File: src/rtl/fetch_ctrl.sv
// Instruction-fetch sequencer: issues sequential PCs/IDs under a credit limit,
// passes returned instructions to decode, drains over-fetch after inst_last.
//
//  state | meaning
//  IDLE  | waiting for start; no fetch, no return acceptance
//  FETCH | issuing fetches while credit remains, forwarding returns to decode
//  DRAIN | discarding over-fetched returns until nothing is in flight
//  DONE  | one-cycle exec_finish pulse, then back to IDLE
module fetch_ctrl #(
    parameter int PC_BIT       = 8,
    parameter int INST_ID_BIT  = 8,
    parameter int MAX_INFLIGHT = 4
) (
    input  logic                   clk,
    input  logic                   rst,
    input  logic                   start,
    input  logic [PC_BIT-1:0]      start_pc,
    output logic                   fetch_vld,
    input  logic                   fetch_rdy,
    output logic [PC_BIT-1:0]      fetch_pc,
    output logic [INST_ID_BIT-1:0] fetch_id,
    input  logic                   inst_vld,
    output logic                   inst_rdy,
    input  logic [INST_ID_BIT-1:0] inst_id,
    input  logic                   inst_last,
    output logic                   dec_vld,
    input  logic                   dec_rdy,
    input  logic                   retire_vld,
    output logic                   busy,
    output logic                   exec_finish,
    output logic                   proto_err
);
    localparam int CNT_BIT = $clog2(MAX_INFLIGHT + 1);
    localparam logic [CNT_BIT-1:0] MAX_CNT = CNT_BIT'(MAX_INFLIGHT);

    typedef enum logic [1:0] {IDLE, FETCH, DRAIN, DONE} state_t;

    state_t                 state_q, state_d;
    logic [PC_BIT-1:0]      pc_q, pc_d;
    logic [INST_ID_BIT-1:0] next_id_q, next_id_d;
    logic [INST_ID_BIT-1:0] exp_id_q, exp_id_d;
    logic [CNT_BIT-1:0]     inflight_q, inflight_d;
    logic                   proto_err_q, proto_err_d;

    logic                   fetch_hs, ret_hs, discard;
    logic [CNT_BIT:0]       cnt_up, cnt_dn;

    always_ff @(posedge clk) begin
        if (rst) begin
            state_q     <= IDLE;
            pc_q        <= '0;
            next_id_q   <= '0;
            exp_id_q    <= '0;
            inflight_q  <= '0;
            proto_err_q <= 1'b0;
        end else begin
            state_q     <= state_d;
            pc_q        <= pc_d;
            next_id_q   <= next_id_d;
            exp_id_q    <= exp_id_d;
            inflight_q  <= inflight_d;
            proto_err_q <= proto_err_d;
        end
    end

    always_comb begin
        state_d = state_q;
        case (state_q)
            IDLE:    if (start) state_d = FETCH;
            FETCH:   if (ret_hs && inst_last) state_d = DRAIN;
            DRAIN:   if (inflight_q == '0) state_d = DONE;
            DONE:    state_d = IDLE;
            default: state_d = IDLE;
        endcase
    end

    always_comb begin
        fetch_vld = 1'b0;
        inst_rdy  = 1'b0;
        dec_vld   = 1'b0;
        case (state_q)
            FETCH: begin
                fetch_vld = (inflight_q < MAX_CNT);
                inst_rdy  = dec_rdy;
                dec_vld   = inst_vld;
            end
            DRAIN:   inst_rdy = 1'b1;
            default: ;
        endcase
    end

    assign busy        = (state_q != IDLE);
    assign exec_finish = (state_q == DONE);
    assign fetch_pc    = pc_q;
    assign fetch_id    = next_id_q;
    assign proto_err   = proto_err_q;

    assign fetch_hs = fetch_vld & fetch_rdy;
    assign ret_hs   = inst_vld & inst_rdy;
    assign discard  = (state_q == DRAIN) & ret_hs;

    // Net credit change; one extra bit lets a retire against an empty count be detected.
    assign cnt_up = {1'b0, inflight_q} + (CNT_BIT+1)'(fetch_hs);
    assign cnt_dn = (CNT_BIT+1)'(retire_vld) + (CNT_BIT+1)'(discard);

    always_comb begin
        pc_d        = pc_q;
        next_id_d   = next_id_q;
        exp_id_d    = exp_id_q;
        inflight_d  = inflight_q;
        proto_err_d = proto_err_q;
        if (state_q == IDLE) begin
            if (start) begin
                pc_d        = start_pc;
                next_id_d   = '0;
                exp_id_d    = '0;
                inflight_d  = '0;
                proto_err_d = 1'b0;
            end
        end else begin
            if (fetch_hs) begin
                pc_d      = pc_q + PC_BIT'(1);
                next_id_d = next_id_q + INST_ID_BIT'(1);
            end
            if (ret_hs && (state_q == FETCH)) begin
                exp_id_d = exp_id_q + INST_ID_BIT'(1);
                if (inst_id != exp_id_q) proto_err_d = 1'b1;
            end
            if (cnt_up < cnt_dn) begin
                inflight_d  = '0;
                proto_err_d = 1'b1;
            end else begin
                inflight_d = CNT_BIT'(cnt_up - cnt_dn);
            end
        end
    end

endmodule

File: config.mk
export PLATFORM = sky130hd
export DESIGN_NAME = fetch_ctrl
export DESIGN_NICKNAME = d
export VERILOG_FILES = /design/src/rtl/fetch_ctrl.sv
export SDC_FILE = /design/constraint.sdc
export NUM_CORES = 1
export LEC_CHECK = 0
export CAP_MARGIN = 0
export CORE_ASPECT_RATIO = 0.75
export CORE_UTILIZATION = 45
export CTS_CLUSTER_DIAMETER = 120
export DETAILED_ROUTE_END_ITERATION = 6
export DONT_BUFFER_PORTS = 1
export PLACE_DENSITY = 0.68
export SYNTH_ARGS = -nofsm -noshare
export SYNTH_HDL_FRONTEND = slang
export SYNTH_SLANG_ARGS = --single-unit
export TNS_END_PERCENT = 30
File: constraint.sdc
create_clock -name clk -period 5.7 [get_ports clk]
set_input_delay 1.14 -clock clk [delete_from_list [all_inputs] [get_ports clk]]
set_output_delay 1.14 -clock clk [all_outputs]
set_load 0.01 [all_outputs]
Word level (Yosys, flattened, before mapping)
Cells that the tools add are included.
{"block": "word_totals", "reg_bits": 30, "wordCells": 60}
{"block": "classes", "add_sub_neg": 6, "order_cmp": 2, "n_eq_ne": 7, "mux": 23, "bitwise": 3, "n_reduce_logical": 13}
{"cell": "$mux 8", "n": 8}
{"cell": "$add 8x1->8 const B", "n": 3}
{"cell": "$mux 3", "n": 3}
{"cell": "$ne 8x8->1", "n": 1}
{"cell": "$pmux 2 s4", "n": 1}
{"cell": "$mux 1", "n": 7}
{"cell": "$mux 2", "n": 3}
{"cell": "$ne 2x2->1 const B", "n": 3}
{"cell": "$reduce_and 3->1", "n": 2}
{"cell": "$reduce_bool 2->1", "n": 3}
{"cell": "$reduce_bool 3->1", "n": 2}
{"cell": "$add 3x1->4", "n": 1}
{"cell": "$eq 2x2->1 const B", "n": 2}
{"cell": "$lt 4x2->1", "n": 1}
{"cell": "$reduce_and 2->1", "n": 2}
{"cell": "$and 1x1->1", "n": 3}
{"cell": "$logic_not 3->1", "n": 1}
{"cell": "$lt 3x3->1 const B", "n": 1}
{"cell": "$sub 3x2->3", "n": 1}
{"cell": "$add 1x1->2", "n": 1}
{"cell": "$eq 2x1->1 const B", "n": 1}
{"cell": "$logic_and 1x1->1", "n": 2}
{"cell": "$logic_not 2->1", "n": 1}
{"cell": "$pmux 1 s2", "n": 1}

Depth between registers and ports, before layout
Gate-level depths: netlist of run 1.
{"block": "logic_depth", "ltp_word": 8, "depth_mapped": 11, "mapped_depth_nobuf": 11}

Worst setup path before layout of run 1
No wires, ideal clock.
{"block": "synth_path", "kind": "input port to flip-flop", "start": "input fetch_rdy", "end": "register proto_err_q, in the netlist proto_err", "setup_ns": 0.120, "t_arrival_ns": 2.587, "t_required_ns": 5.580, "slack_ns": 2.994, "path_stages": 8, "n_path_buf": 0, "cell_sequence": "and2_1 > ha_1 > ha_1 > inv_1 > fa_1 > inv_1 > nor3_1 > o31a_1"}
{"block": "synth_via", "elab_chain_len": 5, "elab_cells_between_ends": 8, "cone_classes": "add/sub (1); order compare (1); mux (2); bitwise (1); reduce/logical (3)"}
{"element": "start, declared", "line_no": "19", "text": "input logic fetch_rdy,"}
{"element": "$and 1x1->1 *", "line_no": "98", "text": "assign fetch_hs = fetch_vld & fetch_rdy;"}
{"element": "$add 3x1->4 *", "line_no": "103", "text": "assign cnt_up = {1'b0, inflight_q} + (CNT_BIT+1)'(fetch_hs);"}
{"element": "$lt 4x2->1 *", "line_no": "129", "text": "if (cnt_up < cnt_dn) begin"}
{"element": "$reduce_bool 3->1 (no source line) / $mux 1 (equally long branches)"}
{"element": "$reduce_and 3->1 (no source line) / $mux 1 (equally long branches)"}
{"element": "end signal, assigned", "line_no": "62", "text": "proto_err_q <= proto_err_d;"}
{"element": "end, declared", "line_no": "43", "text": "logic proto_err_q, proto_err_d;"}
Every way passes the cells marked *; elsewhere a longest branch is shown, timed or not.
A chain may end at the register's enable or synchronous reset.

Worst setup path after layout of run 1
{"block": "layout_path", "start": "register state_q[0]", "end": "output busy"}
{"block": "layout_via", "elab_chain_len": 1}
{"element": "start, declared", "line_no": "38", "text": "state_t state_q, state_d;"}
{"element": "start signal, assigned", "line_no": "57", "text": "state_q <= state_d;"}
{"element": "$reduce_bool 2->1", "line_no": "92", "text": "assign busy = (state_q != IDLE);"}
{"element": "end, declared", "line_no": "29", "text": "output logic busy,"}
No other way between the ends.

==> results of run 1 <==
critical path, cell delays in order, from the launching register on:
cell     delay (ns)
dfxtp_1        0.34
inv_1          0.11
ha_1           0.60
inv_1          0.33
cells in the mapped netlist (2+ instances only):
| cell type | n |
|---|---|
| buf_2 | 2 |
| a211oi_1 | 5 |
| nor2_1 | 21 |
| nor2b_1 | 3 |
| inv_1 | 10 |
| a21oi_1 | 22 |
| nor4_1 | 2 |
| dfxtp_1 | 30 |
| o21ai_0 | 12 |
| and4_1 | 2 |
| a21o_1 | 2 |
| clkbuf_1 | 5 |
| nand2_1 | 14 |
| ha_1 | 12 |
| nand3b_1 | 2 |
| o211ai_1 | 4 |
| o31ai_1 | 4 |
| buf_6 | 2 |
| or3_1 | 5 |
| nor3_1 | 3 |
| nand4_1 | 2 |
| or4_1 | 3 |
| xnor2_1 | 3 |
| and2_1 | 5 |
| xor2_1 | 14 |
| mux2i_1 | 2 |
| o2111ai_1 | 4 |
| nand3_1 | 9 |
routing by layer:
layer  vias to the layer above  global-route usage, %  wire, µm
li1                        803                      -         -
met1                       713                   26.1      1940
met2                        51                   31.7      1830
met3                         4                   8.03       291
met4                         0                   7.42        31
met5                         -                      0         0
state kept, by name, summed over array words and instances (netlist names):
register	cells
fetch_pc	8
fetch_id	8
inflight_q	3
proto_err	1
state_q	2
exp_id_q	8
where the power goes:
part           switching (mW)  total (mW)  internal [mW]
sequential             0.0509       0.294          0.243
clock                  0.0843       0.271          0.186
combinational           0.205       0.327          0.122
cells by family (layout without fill, tap and decap cells):
family | count (synthesis) | after routing | synth area share [%]
AND/OR/NAND/NOR | 78 | 78 | 23.2
AO/OA/AOI/OAI | 62 | 62 | 21.6
flip-flops | 30 | 30 | 32.2
buffers and inverters | 19 | 18 | 4.77
XOR/XNOR | 17 | 17 | 7.99
adder cells (fa/ha/maj) | 13 | 13 | 9.13
multiplexers | 2 | 2 | 1.07
worst paths after layout:
path,start,endpoint,cells past startpoint
hold reg to reg,exp_id_q[7],exp_id_q[7],2
setup / recovery,state_q[0],busy,3
setup reg to reg,state_q[1],proto_err,11
hold / removal,exp_id_q[7],exp_id_q[7],2
layout make-up:
class / instances / area share, %
clock buffer: 6 / 4.09
multi-input combinational: 172 / 58.1
sequential: 30 / 29.7
clock inverter: 2 / 2.97
tap: 52 / 3.22
inverter: 10 / 1.86
==> impl_metrics.py, run 1 <==
metrics = {
    "synth": {
        "synth_seq_cells": 30,
        "syn_area_per_cell_um2": 8.43,
        "synthArstFlopShare_pct": 0,
        "seq_area_frac_synth_pct": 32.2,
        "syn_inst": 221,
        "syn_area_um2": 1860,
        "synth_top_area_share_pct": 32.2,
        "yosys_warnings": 0,
        "synthTopCellsByArea": "dfxtp_1 (32%), ha_1 (8.1%), xor2_1 (6.6%)",
        "syn_nets": 258,
        "synth_largest_area_cell": "dfxtp_1",
        "synthFlopType": "dfxtp_1",
        "synth_enable_flop_cells": 0,
        "yosysUniqueCellTypes": 45,
    },
    "finish": {
        "seqCellArea_um2": 601,
        "finalInstanceArea_um2": 2020,
        "area_growth_pct": 8.40,
        "fin_util_pct": 53.1,
        "fill_cells": 391,
        "final_cell_mix": "dfxtp_1 (30), a21oi_1 (22), nor2_1 (21), nand2_1 (14), xor2_1 (14)",
        "fin_cells": 272,
        "multiInputGateArea_um2": 1170,
        "final_net_count": 256,
        "layout_commonest_cell": "dfxtp_1",
        "diodes": 0,
        "drive_gt1_share_pct": 7.27,
    },
    "die": {
        "dieHeight_um": 57.7,
        "dieWidth_um": 76.3,
        "initial_core_util_pct": 49.0,
        "rows": 19,
        "coreArea_um2": 3800,
        "ioPinCount": 46,
        "die_area_um2": 4400,
    },
    "timing": {
        "timing.slew.headroom_pct": 55.1,
        "rsz0062_at_grt": "no",
        "slew_viol_final": 0,
        "setup_viol": 0,
        "fin_crit_ns": 2.80,
        "hold_viol": 0,
        "timing.final.ws_setup_ns": 2.90,
        "fin_setup_tns_ns": 0,
        "max_freq_ghz": 0.357,
        "worstMarginPinSlew_ns": 0.673,
        "skew_ns": 0.00895,
        "holdWs_ns": 0.499,
        "post-route-period-util_pct": 49.1,
    },
    "worst_setup_path": {
        "setup.worst_path.start_class": "flop",
        "cp-end-kind": "output pin",
        "reg2reg_slack_ns": 2.99,
        "crit_type": "flop to output pin",
        "cp.arrival_ns": 1.66,
        "critPathMaxFanout": 21,
        "required_ns": 4.56,
    },
    "placement": {
        "place_ws_ns": 2.88,
        "dp_cells": 264,
        "gp_congestion": 0.718,
        "hpwl_um": 3000,
        "port_buffers": 0,
        "dpl_cell_area_um2": 1880,
    },
    "cts": {
        "clk_path_buf_depth": 2,
        "cts_made_buffers": 5,
        "hold_buffers": 0,
        "htree_levels": 2,
        "insertion_delay_ns": 0.28,
        "cts.sinks": 30,
        "cts_tree": "built",
        "root_buffer": "clkbuf_8",
        "clk_pin_slew_ns": 0.07,
        "ctsResizeCount": 0,
        "cts_setup_buffers": 0,
    },
    "hold_path": {
        "hp-class": "flop to flop",
    },
    "run_status": {
        "status": "finished clean",
    },
    "route": {
        "via_per_inst": 5.78,
        "drc": 0,
        "routedWlPerCell_um": 15.0,
        "drtIter0Drc": 62,
        "wl_um": 4090,
        "drt_pre_antenna_iters": 4,
        "vias": 1571,
        "ant_nets": 0,
    },
    "power": {
        "peakVddDrop_mv": 0.306,
        "power_density_nw_per_um2": 442,
        "cellLeakagePower_nw": 0.767,
        "report.power.total_mw": 0.892,
    },
    "global_routing": {
        "grt_pass1_wl_um": 6960,
        "grt_overflow": 0,
        "antenna_found_initial": 0,
        "grt_max_degree": 22,
        "track_usage_pct": 20.5,
        "first_global_vias": 1439,
    },
    "run": {
        "maxCapViolCount": 0,
    },
}
(Power assumes the default switching activity.)
==> run 2: changes to the inputs <==
--- a/config.mk
+++ b/config.mk
@@ -11,7 +11,7 @@
 export CTS_CLUSTER_DIAMETER = 120
 export DETAILED_ROUTE_END_ITERATION = 6
 export DONT_BUFFER_PORTS = 1
-export PLACE_DENSITY = 0.68
+export PLACE_DENSITY = 0.7
 export SYNTH_ARGS = -nofsm -noshare
 export SYNTH_HDL_FRONTEND = slang
 export SYNTH_SLANG_ARGS = --single-unit
==> constraint.sdc (replaced) <==
create_clock -name clk -period 2.3 [get_ports clk]
set_input_delay 0.46 -clock clk [delete_from_list [all_inputs] [get_ports clk]]
set_output_delay 0.46 -clock clk [all_outputs]
set_load 0.01 [all_outputs]
==> impl_metrics.py, run 2 (same netlist as run 1, synthesis figures left out) <==
metrics = {
    "timing": {
        "skew_ns": 0.00231,
        "worstMarginPinSlew_ns": 0.421,
        "timing.slew.headroom_pct": 71.9,
        "setup_viol": 0,
        "post-route-period-util_pct": 96.0,
        "timing.final.ws_setup_ns": 0.0923,
        "slew_viol_final": 0,
        "fin_crit_ns": 2.21,
        "fin_setup_tns_ns": 0,
        "hold_viol": 0,
        "max_freq_ghz": 0.453,
        "rsz0062_at_grt": "no",
    },
    "cts": {
        "cts.sinks": 30,
        "clk_path_buf_depth": 2,
        "cts_made_buffers": 5,
        "clk_pin_slew_ns": 0.07,
        "htree_levels": 2,
        "hold_buffers": 0,
        "insertion_delay_ns": 0.28,
        "cts_tree": "built",
        "ctsResizeCount": 0,
        "cts_setup_buffers": 0,
        "root_buffer": "clkbuf_8",
    },
    "placement": {
        "gp_congestion": 0.865,
        "port_buffers": 0,
        "hpwl_um": 3070,
        "place_ws_ns": 0.0726,
    },
    "finish": {
        "fill_cells": 368,
        "layout_commonest_cell": "dfxtp_1",
        "diodes": 0,
        "drive_gt1_share_pct": 13.2,
        "final_cell_mix": "dfxtp_1 (28), a21oi_1 (22), nor2_1 (21), nand2_1 (14), xor2_1 (14)",
        "area_growth_pct": 11.3,
        "final_net_count": 265,
    },
    "die": {
        "initial_core_util_pct": 49.0,
        "coreArea_um2": 3800,
        "die_area_um2": 4400,
        "rows": 19,
        "dieHeight_um": 57.7,
        "ioPinCount": 46,
        "dieWidth_um": 76.3,
    },
    "route": {
        "wl_um": 4230,
        "ant_nets": 0,
        "routedWlPerCell_um": 15.1,
        "vias": 1612,
        "drc": 0,
        "drt_pre_antenna_iters": 4,
        "via_per_inst": 5.76,
        "drtIter0Drc": 92,
    },
    "global_routing": {
        "use_met1_pct": 27.1,
        "antenna_found_initial": 0,
        "grt_overflow": 0,
        "first_global_vias": 1466,
        "grt_pass1_wl_um": 6980,
        "grt_busiest_layer": "met2",
        "grt_use_met3_pct": 7.56,
        "use_met2_pct": 30.2,
        "grt_max_degree": 20,
        "track_usage_pct": 20.3,
    },
    "power": {
        "peakVddDrop_mv": 0.725,
        "power_density_nw_per_um2": 1080,
        "cellLeakagePower_nw": 0.798,
    },
    "worst_setup_path": {
        "required_ns": 2.47,
        "reg2reg_slack_ns": 0.09,
        "crit_start": "state_q[1]",
        "setup.worst_path.start_class": "flop",
        "cp-end-kind": "flop",
        "cpMaxStageDelayCell": "fa_2",
        "path_cells": "inv_2, ha_4, nor2b_1, and2_1, ha_1, inv_1, ha_1, fa_2, inv_2, nor3_1, o31a_1",
        "cp.arrival_ns": 2.38,
        "cpPeakStageDelay_ns": 0.41,
        "timing.rr.start": "state_q[1]",
        "crit_type": "flop to flop",
        "critPathMaxFanout": 5,
    },
    "hold_path": {
        "hp-class": "primary input to flop",
        "min-delay-start": "rst",
    },
    "run": {
        "maxCapViolCount": 0,
    },
    "run_status": {
        "status": "finished clean",
    },
}
## run 2: per-layer routing
layer | vias to the layer above | part of all wire, %
met4 | 0 | 1.1
met2 | 58 | 42
met1 | 733 | 49
li1 | 816 | -
met5 | - | 0
met3 | 5 | 8.2
## run 2: final timing paths
check / to / cells past startpoint
worst max-delay path: proto_err / 11
worst min-delay path: state_q[1] / 1
worst max register to register: proto_err / 11
worst min register to register: exp_id_q[7] / 2
## run 2: layout make-up
| cell class | instances | area, µm² | share of cell area (%) |
|---|---|---|---|
| sequential | 30 | 603 | 29.1 |
| tap | 52 | 65.1 | 3.14 |
| clock inverter | 1 | 30.0 | 1.45 |
| timing repair buffer | 9 | 67.6 | 3.26 |
| multi-input combinational | 172 | 1190 | 57.3 |
| clock buffer | 6 | 82.6 | 3.98 |
| inverter | 10 | 37.5 | 1.81 |
## run 2: power breakdown
| part | switching, mW | internal [mW] |
|---|---|---|
| Sequential | 0.114 | 0.606 |
| Clock | 0.204 | 0.346 |
| Combinational | 0.566 | 0.400 |
| Total | 0.884 | 1.35 |
## run 2: critical path: cells and delay by family (launching register included)
family,cells,cell delay (ns)
buffers and inverters,3,0.18
AO/OA/AOI/OAI,1,0.23
AND/OR/NAND/NOR,3,0.33
adder cells (fa/ha/maj),4,1.03
flip-flops,1,0.33
## run 2: stage by stage
step,area [µm²],hold WS [ns],total power [mW],cells,util (%)
3_3_place_gp,1960,0.486,1.68,273,51.5
4_1_cts,2070,0.233,2.24,280,54.5
5_1_grt,2070,0.226,2.40,280,54.5
3_5_place_dp,1960,0.488,1.68,273,51.5
6_report,2070,0.235,2.24,280,54.5
2_1_floorplan,1880,0.464,1.43,221,-
